`config.mk`:
```
export PLATFORM = sky130hd
export DESIGN_NAME = jtvigil_gfxarb_flat
export DESIGN_NICKNAME = d
export VERILOG_FILES = /design/src/rtl/jtvigil_gfxarb_if.sv /design/src/rtl/jtvigil_gfxarb.sv /design/src/flat_wrapper.sv
export SDC_FILE = /design/constraint.sdc
export NUM_CORES = 1
export LEC_CHECK = 0
export CAP_MARGIN = 20
export CORE_MARGIN = 2
export CORE_UTILIZATION = 47
export DETAILED_ROUTE_END_ITERATION = 10
export PLACE_DENSITY = 0.79
export SETUP_SLACK_MARGIN = 0.1
export SYNTH_ARGS = -nofsm -noshare
export SYNTH_HDL_FRONTEND = slang
export SYNTH_SLANG_ARGS = --single-unit
```
`constraint.sdc`:
```
create_clock -name clk -period 3.8 [get_ports clk]
set_input_delay 0.95 -clock clk [delete_from_list [all_inputs] [get_ports clk]]
set_output_delay 0.95 -clock clk [all_outputs]
set_load 0.03 [all_outputs]
```
`src/rtl/jtvigil_gfxarb_if.sv`:
```
// Bundles the three graphics requesters and the shared SDRAM read port.
// master = the arbiter, slave = the requesters / SDRAM controller side.
interface jtvigil_gfxarb_if;
    logic        scr1_cs;
    logic [16:0] scr1_addr;
    logic [31:0] scr1_data;
    logic        scr1_ok;

    logic        scr2_cs;
    logic [17:0] scr2_addr;
    logic [31:0] scr2_data;
    logic        scr2_ok;

    logic        obj_cs;
    logic [17:0] obj_addr;
    logic [31:0] obj_data;
    logic        obj_ok;

    logic        sdram_req;
    logic [21:0] sdram_addr;
    logic        sdram_ack;
    logic        sdram_rdy;
    logic [31:0] sdram_din;

    modport master (
        input  scr1_cs, scr1_addr, scr2_cs, scr2_addr, obj_cs, obj_addr,
        output scr1_data, scr1_ok, scr2_data, scr2_ok, obj_data, obj_ok,
        output sdram_req, sdram_addr,
        input  sdram_ack, sdram_rdy, sdram_din
    );

    modport slave (
        output scr1_cs, scr1_addr, scr2_cs, scr2_addr, obj_cs, obj_addr,
        input  scr1_data, scr1_ok, scr2_data, scr2_ok, obj_data, obj_ok,
        input  sdram_req, sdram_addr,
        output sdram_ack, sdram_rdy, sdram_din
    );
endinterface

```
`src/rtl/jtvigil_gfxarb.sv`:
```
// Three-channel graphics ROM arbiter: one-entry cache per channel, round-robin
// refill over a single shared SDRAM read port, one transaction in flight.
module jtvigil_gfxarb #(
    parameter logic [21:0] SCR1_OFFSET = 22'h00000,
    parameter logic [21:0] SCR2_OFFSET = 22'h08000,
    parameter logic [21:0] OBJ_OFFSET  = 22'h10000
) (
    input  logic               clk,
    input  logic               rst_n,
    jtvigil_gfxarb_if.master   bus
);
    typedef enum logic [1:0] {IDLE = 2'd0, REQ = 2'd1, WAIT = 2'd2} state_t;

    state_t      state;
    state_t      state_nxt;

    logic [16:0] scr1_tag;
    logic [17:0] scr2_tag;
    logic [17:0] obj_tag;
    logic [2:0]  valid;
    logic [31:0] scr1_cache;
    logic [31:0] scr2_cache;
    logic [31:0] obj_cache;

    logic [1:0]  last_gnt;
    logic [1:0]  cur_ch;
    logic [17:0] cur_addr;
    logic [21:0] addr_reg;

    logic [2:0]  hit;
    logic [2:0]  pending;
    logic        gnt_found;
    logic [1:0]  gnt_ch;
    logic [17:0] gnt_addr;
    logic [21:0] gnt_offset;
    logic        sdram_req;
    logic        fill;

    assign hit[0] = valid[0] && (bus.scr1_addr == scr1_tag);
    assign hit[1] = valid[1] && (bus.scr2_addr == scr2_tag);
    assign hit[2] = valid[2] && (bus.obj_addr  == obj_tag);

    // ok is forced low during reset so a stale hit never leaks through the reset cycle
    assign bus.scr1_ok = rst_n & bus.scr1_cs & hit[0];
    assign bus.scr2_ok = rst_n & bus.scr2_cs & hit[1];
    assign bus.obj_ok  = rst_n & bus.obj_cs  & hit[2];

    assign pending = {bus.obj_cs & ~hit[2], bus.scr2_cs & ~hit[1], bus.scr1_cs & ~hit[0]};

    assign bus.scr1_data  = scr1_cache;
    assign bus.scr2_data  = scr2_cache;
    assign bus.obj_data   = obj_cache;
    assign bus.sdram_req  = sdram_req;
    assign bus.sdram_addr = addr_reg;

    // Round-robin: search starts at the channel after the last one granted
    always_comb begin
        gnt_found  = |pending;
        gnt_ch     = 2'd0;
        gnt_addr   = 18'd0;
        gnt_offset = 22'd0;
        case (last_gnt)
            2'd0:    gnt_ch = pending[1] ? 2'd1 : (pending[2] ? 2'd2 : 2'd0);
            2'd1:    gnt_ch = pending[2] ? 2'd2 : (pending[0] ? 2'd0 : 2'd1);
            default: gnt_ch = pending[0] ? 2'd0 : (pending[1] ? 2'd1 : 2'd2);
        endcase
        case (gnt_ch)
            2'd0: begin
                gnt_addr   = {1'b0, bus.scr1_addr};
                gnt_offset = SCR1_OFFSET;
            end
            2'd1: begin
                gnt_addr   = bus.scr2_addr;
                gnt_offset = SCR2_OFFSET;
            end
            default: begin
                gnt_addr   = bus.obj_addr;
                gnt_offset = OBJ_OFFSET;
            end
        endcase
    end

    always_ff @(posedge clk) begin
        if (!rst_n) state <= IDLE;
        else        state <= state_nxt;
    end

    always_comb begin
        state_nxt = state;
        case (state)
            IDLE:    if (gnt_found) state_nxt = REQ;
            REQ:     if (bus.sdram_ack) state_nxt = bus.sdram_rdy ? IDLE : WAIT;
            WAIT:    if (bus.sdram_rdy) state_nxt = IDLE;
            default: state_nxt = IDLE;
        endcase
    end

    always_comb begin
        sdram_req = (state == REQ);
        fill      = ((state == REQ) && bus.sdram_ack && bus.sdram_rdy) ||
                    ((state == WAIT) && bus.sdram_rdy);
    end

    // The fill tags with the address latched at grant, not the live request address
    always_ff @(posedge clk) begin
        if (!rst_n) begin
            last_gnt   <= 2'd2;
            cur_ch     <= 2'd0;
            cur_addr   <= 18'd0;
            addr_reg   <= 22'd0;
            valid      <= 3'b000;
            scr1_tag   <= 17'd0;
            scr2_tag   <= 18'd0;
            obj_tag    <= 18'd0;
            scr1_cache <= 32'd0;
            scr2_cache <= 32'd0;
            obj_cache  <= 32'd0;
        end else begin
            if ((state == IDLE) && gnt_found) begin
                last_gnt <= gnt_ch;
                cur_ch   <= gnt_ch;
                cur_addr <= gnt_addr;
                addr_reg <= gnt_offset + {4'd0, gnt_addr};
            end
            if (fill) begin
                case (cur_ch)
                    2'd0: begin
                        scr1_tag   <= cur_addr[16:0];
                        scr1_cache <= bus.sdram_din;
                        valid[0]   <= 1'b1;
                    end
                    2'd1: begin
                        scr2_tag   <= cur_addr;
                        scr2_cache <= bus.sdram_din;
                        valid[1]   <= 1'b1;
                    end
                    default: begin
                        obj_tag    <= cur_addr;
                        obj_cache  <= bus.sdram_din;
                        valid[2]   <= 1'b1;
                    end
                endcase
            end
        end
    end
endmodule

```
`src/flat_wrapper.sv`:
```
// flat-port wrapper written by rule: the top's interface ports become plain ports
module jtvigil_gfxarb_flat 
#(
    parameter logic [21:0] SCR1_OFFSET = 22'h00000,
    parameter logic [21:0] SCR2_OFFSET = 22'h08000,
    parameter logic [21:0] OBJ_OFFSET  = 22'h10000
)
  (clk, rst_n, bus_scr1_cs, bus_scr1_addr, bus_scr2_cs, bus_scr2_addr, bus_obj_cs, bus_obj_addr, bus_scr1_data, bus_scr1_ok, bus_scr2_data, bus_scr2_ok, bus_obj_data, bus_obj_ok, bus_sdram_req, bus_sdram_addr, bus_sdram_ack, bus_sdram_rdy, bus_sdram_din);
  jtvigil_gfxarb_if bus_i ();
  input  logic clk;
  input  logic rst_n;
  input wire logic [$bits(bus_i.scr1_cs)-1:0] bus_scr1_cs;
  input wire logic [$bits(bus_i.scr1_addr)-1:0] bus_scr1_addr;
  input wire logic [$bits(bus_i.scr2_cs)-1:0] bus_scr2_cs;
  input wire logic [$bits(bus_i.scr2_addr)-1:0] bus_scr2_addr;
  input wire logic [$bits(bus_i.obj_cs)-1:0] bus_obj_cs;
  input wire logic [$bits(bus_i.obj_addr)-1:0] bus_obj_addr;
  output wire logic [$bits(bus_i.scr1_data)-1:0] bus_scr1_data;
  output wire logic [$bits(bus_i.scr1_ok)-1:0] bus_scr1_ok;
  output wire logic [$bits(bus_i.scr2_data)-1:0] bus_scr2_data;
  output wire logic [$bits(bus_i.scr2_ok)-1:0] bus_scr2_ok;
  output wire logic [$bits(bus_i.obj_data)-1:0] bus_obj_data;
  output wire logic [$bits(bus_i.obj_ok)-1:0] bus_obj_ok;
  output wire logic [$bits(bus_i.sdram_req)-1:0] bus_sdram_req;
  output wire logic [$bits(bus_i.sdram_addr)-1:0] bus_sdram_addr;
  input wire logic [$bits(bus_i.sdram_ack)-1:0] bus_sdram_ack;
  input wire logic [$bits(bus_i.sdram_rdy)-1:0] bus_sdram_rdy;
  input wire logic [$bits(bus_i.sdram_din)-1:0] bus_sdram_din;
  assign bus_i.scr1_cs = bus_scr1_cs;
  assign bus_i.scr1_addr = bus_scr1_addr;
  assign bus_i.scr2_cs = bus_scr2_cs;
  assign bus_i.scr2_addr = bus_scr2_addr;
  assign bus_i.obj_cs = bus_obj_cs;
  assign bus_i.obj_addr = bus_obj_addr;
  assign bus_scr1_data = bus_i.scr1_data;
  assign bus_scr1_ok = bus_i.scr1_ok;
  assign bus_scr2_data = bus_i.scr2_data;
  assign bus_scr2_ok = bus_i.scr2_ok;
  assign bus_obj_data = bus_i.obj_data;
  assign bus_obj_ok = bus_i.obj_ok;
  assign bus_sdram_req = bus_i.sdram_req;
  assign bus_sdram_addr = bus_i.sdram_addr;
  assign bus_i.sdram_ack = bus_sdram_ack;
  assign bus_i.sdram_rdy = bus_sdram_rdy;
  assign bus_i.sdram_din = bus_sdram_din;
  jtvigil_gfxarb #(.SCR1_OFFSET(SCR1_OFFSET), .SCR2_OFFSET(SCR2_OFFSET), .OBJ_OFFSET(OBJ_OFFSET)) u_core (.clk(clk), .rst_n(rst_n), .bus(bus_i));
endmodule
```
Yosys cells after proc, flatten, opt, wreduce, memory -nomap -nowiden --
Index checks and enable logic that the tools add are counted.
Word-level totals: bits of input ports 92, logic and storage cells 71, bits in registers 198
Cells by class: reduce and logical (&&, ||, !) cells 18, muxes and demuxes 14, eq/ne operators 11, add/sub/neg operators 1, bitwise gates (word level) 13
Operators with widths (count):
- $eq 18x18->1 | 2
- $pmux 18 s2 | 1
- $pmux 17 s2 | 1
- $add 17x18->19 | 1
- $mux 2 | 9
- $eq 17x17->1 | 1
- $and 1x1->1 | 9
- $eq 2x1->1 const B | 4
- $logic_not 2->1 | 4
- $logic_and 1x1->1 | 7
- $pmux 2 s3 | 1
- $reduce_and 2->1 | 3
- $ne 2x1->1 const B | 2
- $not 1->1 | 4
- $pmux 2 s2 | 1
- $reduce_and 3->1 | 1
- $reduce_or 3->1 | 1
- $eq 2x2->1 const B | 1
- $ne 2x2->1 const B | 1
- $reduce_or 2->1 | 1
- $logic_or 1x1->1 | 1
- $mux 1 | 1

Logic depth before layout (Yosys ltp) --
Gate-level depths: netlist of run 1.
depth in word-level cells 10, gate-level depth with buffers 13, gate-level depth less buffers 12

Least setup slack after synthesis of run 1 --
Ideal clock, no wire load.
path kind input port to flip-flop, start input bus_scr2_addr[2], end register u_core.addr_reg[17], in the netlist u_core.bus.sdram_addr[17], slack 250 ps, arrival time 3434 ps, setup time 116 ps, path buffers 1, required time 3684 ps, cell stages on the path 13, cells stage by stage xnor2_1 > nand4_1 > or4_4 > o2111ai_2 > o31ai_2 > or2_4 > buf_8 > a22oi_1 > nand2_1 > ha_1 > a21o_1 > a2111o_1 > o211a_1
Between the ends: cells in the longest elaborated chain, start to end 10, elaborated cells between the ends (all ways) 15, classes of those cells add/sub (1); eq/ne (2); mux (6); bitwise (2); reduce/logical (4)
RTL lines:
- start, declared | RTL line flat_wrapper.sv:15 | input wire logic [$bits(bus_i.scr2_addr)-1:0] bus_scr2_addr;
- $eq 18x18->1 | RTL line jtvigil_gfxarb.sv:40 | assign hit[1] = valid[1] && (bus.scr2_addr == scr2_tag);
- $logic_and 1x1->1 | RTL line jtvigil_gfxarb.sv:40
- $not 1->1 | RTL line jtvigil_gfxarb.sv:48 | assign pending = {bus.obj_cs & ~hit[2], bus.scr2_cs & ~hit[1], bus.scr1_cs & ~hit[0]};
- $and 1x1->1 | RTL line jtvigil_gfxarb.sv:48
- $mux 2 (2 in series) | RTL line jtvigil_gfxarb.sv:65 | default: gnt_ch = pending[0] ? 2'd0 : (pending[1] ? 2'd1 : 2'd2);
- $pmux 2 s2 | RTL line jtvigil_gfxarb.sv:62 | case (last_gnt)
- $eq 2x1->1 or $logic_not 2->1 (tied branches) | RTL line jtvigil_gfxarb.sv:67 | case (gnt_ch)
- $pmux 17 s2 or $pmux 18 s2 (tied branches) | RTL line jtvigil_gfxarb.sv:67
- $add 17x18->19 | RTL line jtvigil_gfxarb.sv:123 | addr_reg <= gnt_offset + {4'd0, gnt_addr};
- end signal, assigned | RTL line jtvigil_gfxarb.sv:123
- end, declared | RTL line jtvigil_gfxarb.sv:28 | logic [21:0] addr_reg;
Parallel ways exist; a longest one is shown, timed or not. A chain may end at the register's enable or synchronous reset.

Worst setup path after layout of run 1 --
start input bus_scr2_addr[5], end output bus_scr2_ok
Between the ends: cells in the longest elaborated chain, start to end 3
RTL lines:
- $eq 18x18->1 | RTL line jtvigil_gfxarb.sv:40
- $logic_and 1x1->1 | RTL line jtvigil_gfxarb.sv:40
- $and 1x1->1 | RTL line jtvigil_gfxarb.sv:45 | assign bus.scr2_ok = rst_n & bus.scr2_cs & hit[1];
- end, declared | RTL line flat_wrapper.sv:21 | output wire logic [$bits(bus_i.scr2_ok)-1:0] bus_scr2_ok;
Every way passes these cells.

==> results of run 1 <==
==> flip-flops by register name, indices dropped and copies added (netlist names) <==
| signal | flops |
|---|---|
| u_core.valid | 3 |
| u_core.scr2_tag | 18 |
| u_core.bus.scr2_data | 32 |
| u_core.bus.scr1_data | 32 |
| u_core.cur_ch | 2 |
| u_core.obj_tag | 18 |
| u_core.state | 2 |
| u_core.last_gnt | 1 |
| u_core.cur_addr | 18 |
| u_core.bus.sdram_addr | 4 |
| u_core.scr1_tag | 17 |
| u_core.bus.obj_data | 32 |
==> area by class of cell <==
type,instances,share of cell area
inverters,8,0.00308
diodes,1,0.000237
multi-input cells,657,0.339
repair buffers,262,0.243
clock buffers,19,0.0429
clock inverters,12,0.0103
flip-flops and latches,179,0.339
well taps,188,0.0223
==> power breakdown <==
group / switching (mW) / internal [mW] / total, mW
registers: 0.0655 / 1.94 / 2.01
logic: 0.413 / 0.315 / 0.728
clock network: 0.751 / 0.934 / 1.68
==> layout by cell type (no fill, tap or decap), types with 2 or more instances in the layout <==
master           netlist  final
xor2_1                19     19
clkinvlp_4             0      5
dlygate4sd2_1          0     21
nand2_1              325    324
buf_6                  0      3
nor3_1                 7      3
nand3_2                0      3
a21oi_1              153    153
buf_12                 0      3
mux2i_1                2      2
xnor2_2                0     13
xnor2_1               34     21
nand4_1               10     10
o21ai_0               18     17
nor4_2                 0      4
dlymetal6s2s_1         0     24
o211ai_1               3      3
nor3_4                 1      3
buf_4                 21     49
a22oi_1               16     15
clkinv_4               0      2
nand2b_1               2      2
clkdlybuf4s50_1        0    162
clkbuf_16              0     17
a211oi_1               2      2
nor3_2                 0      2
o21a_1                 2      2
dfxtp_1              179    179
conb_1                 1      3
nor2_1                11     10
clkinv_2               0      3
inv_1                  7      7
clkbuf_8               0      2
a31oi_1               15     15
==> worst min path at each step <==
stage                                                  endpoint  cells after the start
after floorplan                    u_core.valid[0]$_SDFFE_PN0P_                      2
after global placement     u_core.bus.obj_data[17]$_SDFFE_PN0P_                      2
after detailed placement    u_core.bus.obj_data[8]$_SDFFE_PN0P_                      2
after CTS                 u_core.bus.scr1_data[29]$_SDFFE_PN0P_                      2
after global routing      u_core.bus.scr2_data[18]$_SDFFE_PN0P_                      2
final                      u_core.bus.scr1_data[9]$_SDFFE_PN0P_                      2
==> kinds of logic after synthesis <==
group,Yosys count
AO/OA/AOI/OAI,225
XOR/XNOR,53
adder cells (fa/ha/maj),2
buffers and inverters,85
flip-flops,179
multiplexers,2
other,1
AND/OR/NAND/NOR,372
==> through the flow <==
stage	worst slack (ns)	TNS, ns
6_report	0.172	0
5_1_grt	0.0913	0
3_5_place_dp	-0.427	-1.45
4_1_cts	0.100	0
2_1_floorplan	0.250	0
3_3_place_gp	-0.356	-1.21
==> what timing repair did <==
item | 4_1_cts | 5_1_grt
buffers inserted | 6 | 6
gates resized for setup | 43 | 37
pin swaps | 15 | 19
endpoints found under the setup margin | 4 | 5
==> worst max-delay path, stage by stage <==
cell           delay, ns
dlygate4sd2_1       0.27
xnor2_2             0.17
nand4_1             0.12
or4_4               0.62
buf_4               0.17
nor3_4              0.18
buf_4               0.19
==> layer usage <==
metal / global-route usage / routed length, um / vias to the layer above
met5: 0 / 0 / -
met4: 0.102 / 768 / 0
li1: - / - / 3449
met3: 0.108 / 2470 / 70
met1: 0.334 / 9140 / 3375
met2: 0.434 / 10800 / 359
==> summary.md, run 1 <==
| Metric | Value |
|---|---|
| Post-Synthesis Cells | `919` |
| Initial core utilization | `0.481` |
| Hold path startpoint | `u_core.bus.scr1_data[9]$_SDFFE_PN0P_` |
| Initial antenna violation count | `1` |
| Multi-input gate area | `3580 um2` |
| Run status | `complete, no violations` |
| Tightest Pin Transition | `0.707 ns` |
| Critical Path End | `bus_scr2_ok` |
| Most frequent cells after synthesis | `nand2_1, dfxtp_1, a21oi_1` |
| Synth Area in Adders | `0.00342` |
| Worst relative slew slack | `0.529` |
| Critical Path Source Type | `primary input` |
| Mean area per synthesized cell | `7.96 um2` |
| TritonCTS sink count | `179` |
| Sequential area share after synthesis | `0.490` |
| Post-layout min period | `~3.6 ns` |
| Post-synth ARST share | `0` |
| 1st-iter DRT viols | `549` |
| Reg2reg path depth | `12` |
| Post-synth top area share | `0.490` |
| H-tree levels | `4` |
| Placer Congestion | `~0.86` |
| Core Box Area | `15200 um2` |
| RSZ-0062 raised after global routing | `false` |
| Final instance area | `10600 um2` |
| Die width | `129 um` |
| R2R Path End | `u_core.bus.sdram_addr[18]$_SDFFE_PN0P_` |
| Simple-gate share of the synthesized area | `0.204` |
| Leakage | `approximately 3.9 nW` |
| Grt ovf | `0` |
| Top_reg_cell synth | `dfxtp_1` |
| Required @ worst endpoint | `2.85 ns` |
| Routed wire per std cell | `17.5 um` |
| Setup Viol. Count Final | `0` |
| Synth-to-layout area growth | `44.3%` |
| Layout Nets | `1219` |
| XOR/XNOR Fraction of Synth Area | `0.0634` |
| Total Wirelength | `23200 um` |
| Max Root-Sink Buffers | `2` |
| Via/cell ratio | `5.47` |
| GR Util All Layers | `0.273` |
| Most common cell in the netlist | `nand2_1` |
| Total number of vias | `7253` |
| Largest family of logic cells by synthesized area | `simple AND/OR/NAND/NOR gates` |
| Tot Pwr | `between 4 and 5 mW` |
| Post-Place Cells | `1282` |
| Sequential cell area | `3580 um2` |
| Worst min-delay path class | `flip-flop to flip-flop` |
| Global-route wire length before repair | `~35000 um` |
| Crit path from | `bus_scr2_addr[5]` |
| Row cnt | `45` |
| CTS clk-pin slew, worst paths | `0.06 ns` |
| Total die area | `~17000 um2` |
| Fraction of final layout cells sized beyond drive strength 1 | `0.114` |
| Vias in the first global route | `6765` |
| Clock Skew | `around 0.013 ns` |
| Largest net degree at the start of global routing | `160` |
| Root cell of the clock tree | `clkbuf_16` |
| Critical path type | `primary input to output port` |
| Max Fanout on Critical Path | `4` |
| Total CTS buffers | `17` |
| Compound-Gate Fraction of Synth Area | `0.181` |
| Post-synthesis mux area share | `0.00274` |
| DR pass1 iterations | `6` |
| CTS tree | `built` |
| Ys Warns | `0` |
| CP endpoint kind | `output port` |
| VDD IR max | `0.000358 V` |
| Post-DP HPWL | `14800 um` |
| FF-to-FF Start | `u_core.scr2_tag[10]$_SDFFE_PN0P_` |
| Post-DRT Antenna Nets | `0` |
| Maxcap violations | `0` |
| DIE HEIGHT | `129 um` |
| Fin crit share | `0.955` |
| Synthesized area | `about 7300 um2` |
| DRC | `0` |
| Max Slew Vio Count | `0` |
| Achievable frequency | `0.276 GHz` |
| FILL cells | `approximately 1200` |
| Hold slack | `0.453 ns` |
| Number of synthesized flops with an enable pin | `0` |
| Distinct cells, synth | `49` |
| Yosys reg bits | `179` |
| Non-filler instance count after layout | `1326` |
| PD cells | `418 nW/um2` |
| Hold_buf cts | `0` |
| IO Pins | `214` |
| Port-buffer cells | `210` |
| Largest area contributor in the netlist | `dfxtp_1` |
| Final Hold Fails | `0` |
| Synth area leaders | `dfxtp_1, nand2_1, a21oi_1` |
| Worst-Skew Late Latency | `0.43 ns` |
| Fin util | `0.695` |
| Setup slack, reg-to-reg | `roughly 0.64 ns` |
| Area after DPL | `9660 um2` |
| Crit path DAT | `around 2.7 ns` |
No activity file was read; power rests on OpenSTA's default activity.
==> run 2: changes to the inputs <==
--- a/config.mk
+++ b/config.mk
@@ -14,3 +14,4 @@
 export SYNTH_ARGS = -nofsm -noshare
 export SYNTH_HDL_FRONTEND = slang
 export SYNTH_SLANG_ARGS = --single-unit
+export TNS_END_PERCENT = 20
==> run 2 against run 1 <==
Global-route usage down 0.69 points; combinational power down 0.7%; clock power about the same; first-iteration DRC count down 8.7%; total power about the same; wire length down 1.1%; worst hold slack about the same; non-clock buffer count down 4; sequential power about the same.
==> summary.md, run 2 (synthesized netlist as in run 1, its figures left out) <==
| Metric | Value |
|---|---|
| Run status | `complete, no violations (unchanged)` |
| DRC | `0 (unchanged)` |
| Commonest non-fill, non-tap cell in the layout | `nand2_1 (unchanged)` |
| Global-route wire length before repair | `34600 um (was 35300 um)` |
| DIE HEIGHT | `129 um (unchanged)` |
| Crit path DAT | `4.03 ns (was 2.68 ns)` |
| H-tree levels | `4 (unchanged)` |
| CTS tree | `built (unchanged)` |
| Synth-to-layout area growth | `43.8% (was 44.3%)` |
| IO Pins | `214 (unchanged)` |
| Initial core utilization | `0.481 (unchanged)` |
| Required @ worst endpoint | `4.15 ns (was 2.85 ns)` |
| Achievable frequency | `0.271 GHz (was 0.276 GHz)` |
| Hold slack | `0.453 ns (about the same)` |
| Max Fanout on Critical Path | `4 (unchanged)` |
| TNS Setup | `0 ns (unchanged)` |
| Slowest CP cell | `clkdlybuf4s50_1 (was or4_4)` |
| Fin util | `0.693 (was 0.695)` |
| Critical Path Source Type | `primary input (unchanged)` |
| Total Wirelength | `22900 um (was 23200 um)` |
| Critical Path Max Stage Delay | `0.44 ns (was 0.62 ns)` |
| RSZ-0062 raised after global routing | `false (unchanged)` |
| TritonCTS sink count | `179 (unchanged)` |
| CP endpoint kind | `flip-flop (was output port)` |
| Final Hold Fails | `0 (unchanged)` |
| Total die area | `16600 um2 (unchanged)` |
| Critical path type | `primary input to flip-flop (was primary input to output port)` |
| Largest net degree at the start of global routing | `160 (unchanged)` |
| Max Slew Vio Count | `0 (unchanged)` |
| Grt ovf | `0 (unchanged)` |
| DR pass1 iterations | `5 (was 6)` |
| Worst relative slew slack | `0.530 (was 0.529)` |
| Maxcap violations | `0 (unchanged)` |
| Row cnt | `45 (unchanged)` |
| Most frequent cells in the layout | `nand2_1, dfxtp_1, clkdlybuf4s50_1 (unchanged)` |
| Vias in the first global route | `6648 (was 6765)` |
| Worst min-delay path class | `flip-flop to flip-flop (unchanged)` |
| Clock Skew | `0.0110 ns (was 0.0129 ns)` |
| Core Box Area | `15200 um2 (unchanged)` |
| CTS clk-pin slew, worst paths | `0.07 ns (was 0.06 ns)` |
| Post-DRT Antenna Nets | `0 (unchanged)` |
| Worst Path Buf+Inv | `5 (was 3)` |
| Worst-Skew Late Latency | `0.43 ns (about the same)` |
| Fin crit share | `0.971 (was 0.955)` |
| Max Root-Sink Buffers | `2 (unchanged)` |
| Non-filler instance count after layout | `1322 (was 1326)` |
| Worst path cell trace | `clkdlybuf4s50_1 -> xor2_1 -> nor4_1 -> nand3_1 -> o21a_1 -> buf_4 -> o31ai_4 -> buf_6 -> nor3_4 -> a221oi_2 -> ha_2 -> buf_4 -> buf_4 -> a311oi_2 -> o32ai_2 (was dlygate4sd2_1 -> xnor2_2 -> nand4_1 -> or4_4 -> buf_4 -> nor3_4 -> buf_4)` |
| Post-DP HPWL | `14800 um (unchanged)` |
| 1st-iter DRT viols | `501 (was 549)` |
| Post-Place Cells | `1282 (unchanged)` |
| Placer Congestion | `0.861 (unchanged)` |
| Routed wire per std cell | `17.3 um (was 17.5 um)` |
| VDD IR max | `0.000359 V (was 0.000358 V)` |
| Most common cell on crit path | `buf_4 (unchanged)` |
| GR Util All Layers | `0.266 (was 0.273)` |
| Via/cell ratio | `5.44 (was 5.47)` |
| Critical path's top delay family | `compound AO/OA/AOI/OAI gates (was simple AND/OR/NAND/NOR gates)` |
| Total CTS buffers | `17 (unchanged)` |
| PD cells | `419 nW/um2 (was 418 nW/um2)` |
| Port-buffer cells | `210 (unchanged)` |
| Root cell of the clock tree | `clkbuf_16 (unchanged)` |
| Setup Viol. Count Final | `0 (unchanged)` |
| Die width | `129 um (unchanged)` |
| Leakage | `3.89 nW (was 3.91 nW)` |
| Fraction of final layout cells sized beyond drive strength 1 | `0.109 (was 0.114)` |
| Tightest Pin Transition | `0.705 ns (was 0.707 ns)` |
| Initial antenna violation count | `1 (unchanged)` |
| Layout Nets | `1215 (was 1219)` |
| Total number of vias | `7198 (was 7253)` |
| Post-layout min period | `3.69 ns (was 3.63 ns)` |
[run 2: changes by cell type in the layout (fill, tap and decap cells not counted), sizes merged]
cell and delta:
buf -4, dlygate4sd2 -18, dlymetal6s2s +4, clkdlybuf4s50 +14
[run 2: power by group]
group | leakage [nW] | internal, mW | total (mW) | switching (mW)
clock | 0.263 | 0.934 | 1.69 | 0.753
sequential | 1.45 | 1.94 | 2.00 | 0.0642
combinational | 2.18 | 0.315 | 0.723 | 0.408
[run 2: worst paths after layout]
path	startpoint	end	cells past startpoint	slack [ns]
worst max-delay path	bus_scr1_addr[0]	u_core.bus.sdram_addr[18]$_SDFFE_PN0P_	15	0.11
worst min-delay path	u_core.bus.scr1_data[9]$_SDFFE_PN0P_	u_core.bus.scr1_data[9]$_SDFFE_PN0P_	2	0.45
worst max register to register	u_core.scr2_tag[10]$_SDFFE_PN0P_	u_core.bus.sdram_addr[17]$_SDFFE_PN0P_	13	0.64
worst min register to register	u_core.bus.scr1_data[9]$_SDFFE_PN0P_	u_core.bus.scr1_data[9]$_SDFFE_PN0P_	2	0.45
[run 2: through the flow]
step / total power [mW] / setup WS, ns / area [um2]
finish: 4.41 / 0.110 / 10500
CTS: 4.40 / 0.0752 / 10300
floorplan: 2.42 / 0.250 / 7330
global placement: 2.72 / -0.356 / 9660
detailed placement: 2.73 / -0.427 / 9660
global route: 4.56 / 0.0498 / 10500
[run 2: layer usage]
metal | share of wire | track usage | routed length (um) | up-vias
met5 | 0 | 0 | 0 | -
met4 | 0.024 | 0.0902 | 551 | 0
met3 | 0.097 | 0.0948 | 2220 | 40
met2 | 0.47 | 0.430 | 10900 | 322
met1 | 0.41 | 0.331 | 9310 | 3391
li1 | - | - | - | 3445
[run 2: worst reg2reg max path, stage by stage, from the launching register on]
cell and delay [ns]:
dfxtp_1 0.34, xnor2_2 0.25, nand4_1 0.14, or4_4 0.55, o2111ai_4 0.24, o31ai_4 0.11, buf_6 0.13, nor3_4 0.24
a221oi_2 0.11, ha_2 0.21, ha_1 0.18, a21o_1 0.16, a2111o_1 0.28, o211a_1 0.12
[run 2: what timing repair did]
| item | CTS | global route |
|---|---|---|
| setup buffers | 1 | 7 |
| endpoints found under the setup margin | 4 | 6 |
| hold buffers | 0 | 0 |
| pin swaps | 3 | 18 |
| gates resized for setup | 14 | 47 |
[run 2: cell type report]
| type | instances | area (um2) |
|---|---|---|
| multi-input combinational | 657 | 3540 |
| timing repair buffer | 258 | 2570 |
| clock inverter | 12 | 109 |
| fill | 1169 | 4670 |
| sequential | 179 | 3580 |
| tap | 188 | 235 |
| antenna | 1 | 2.50 |
| clock buffer | 19 | 453 |
| inverter | 8 | 32.5 |
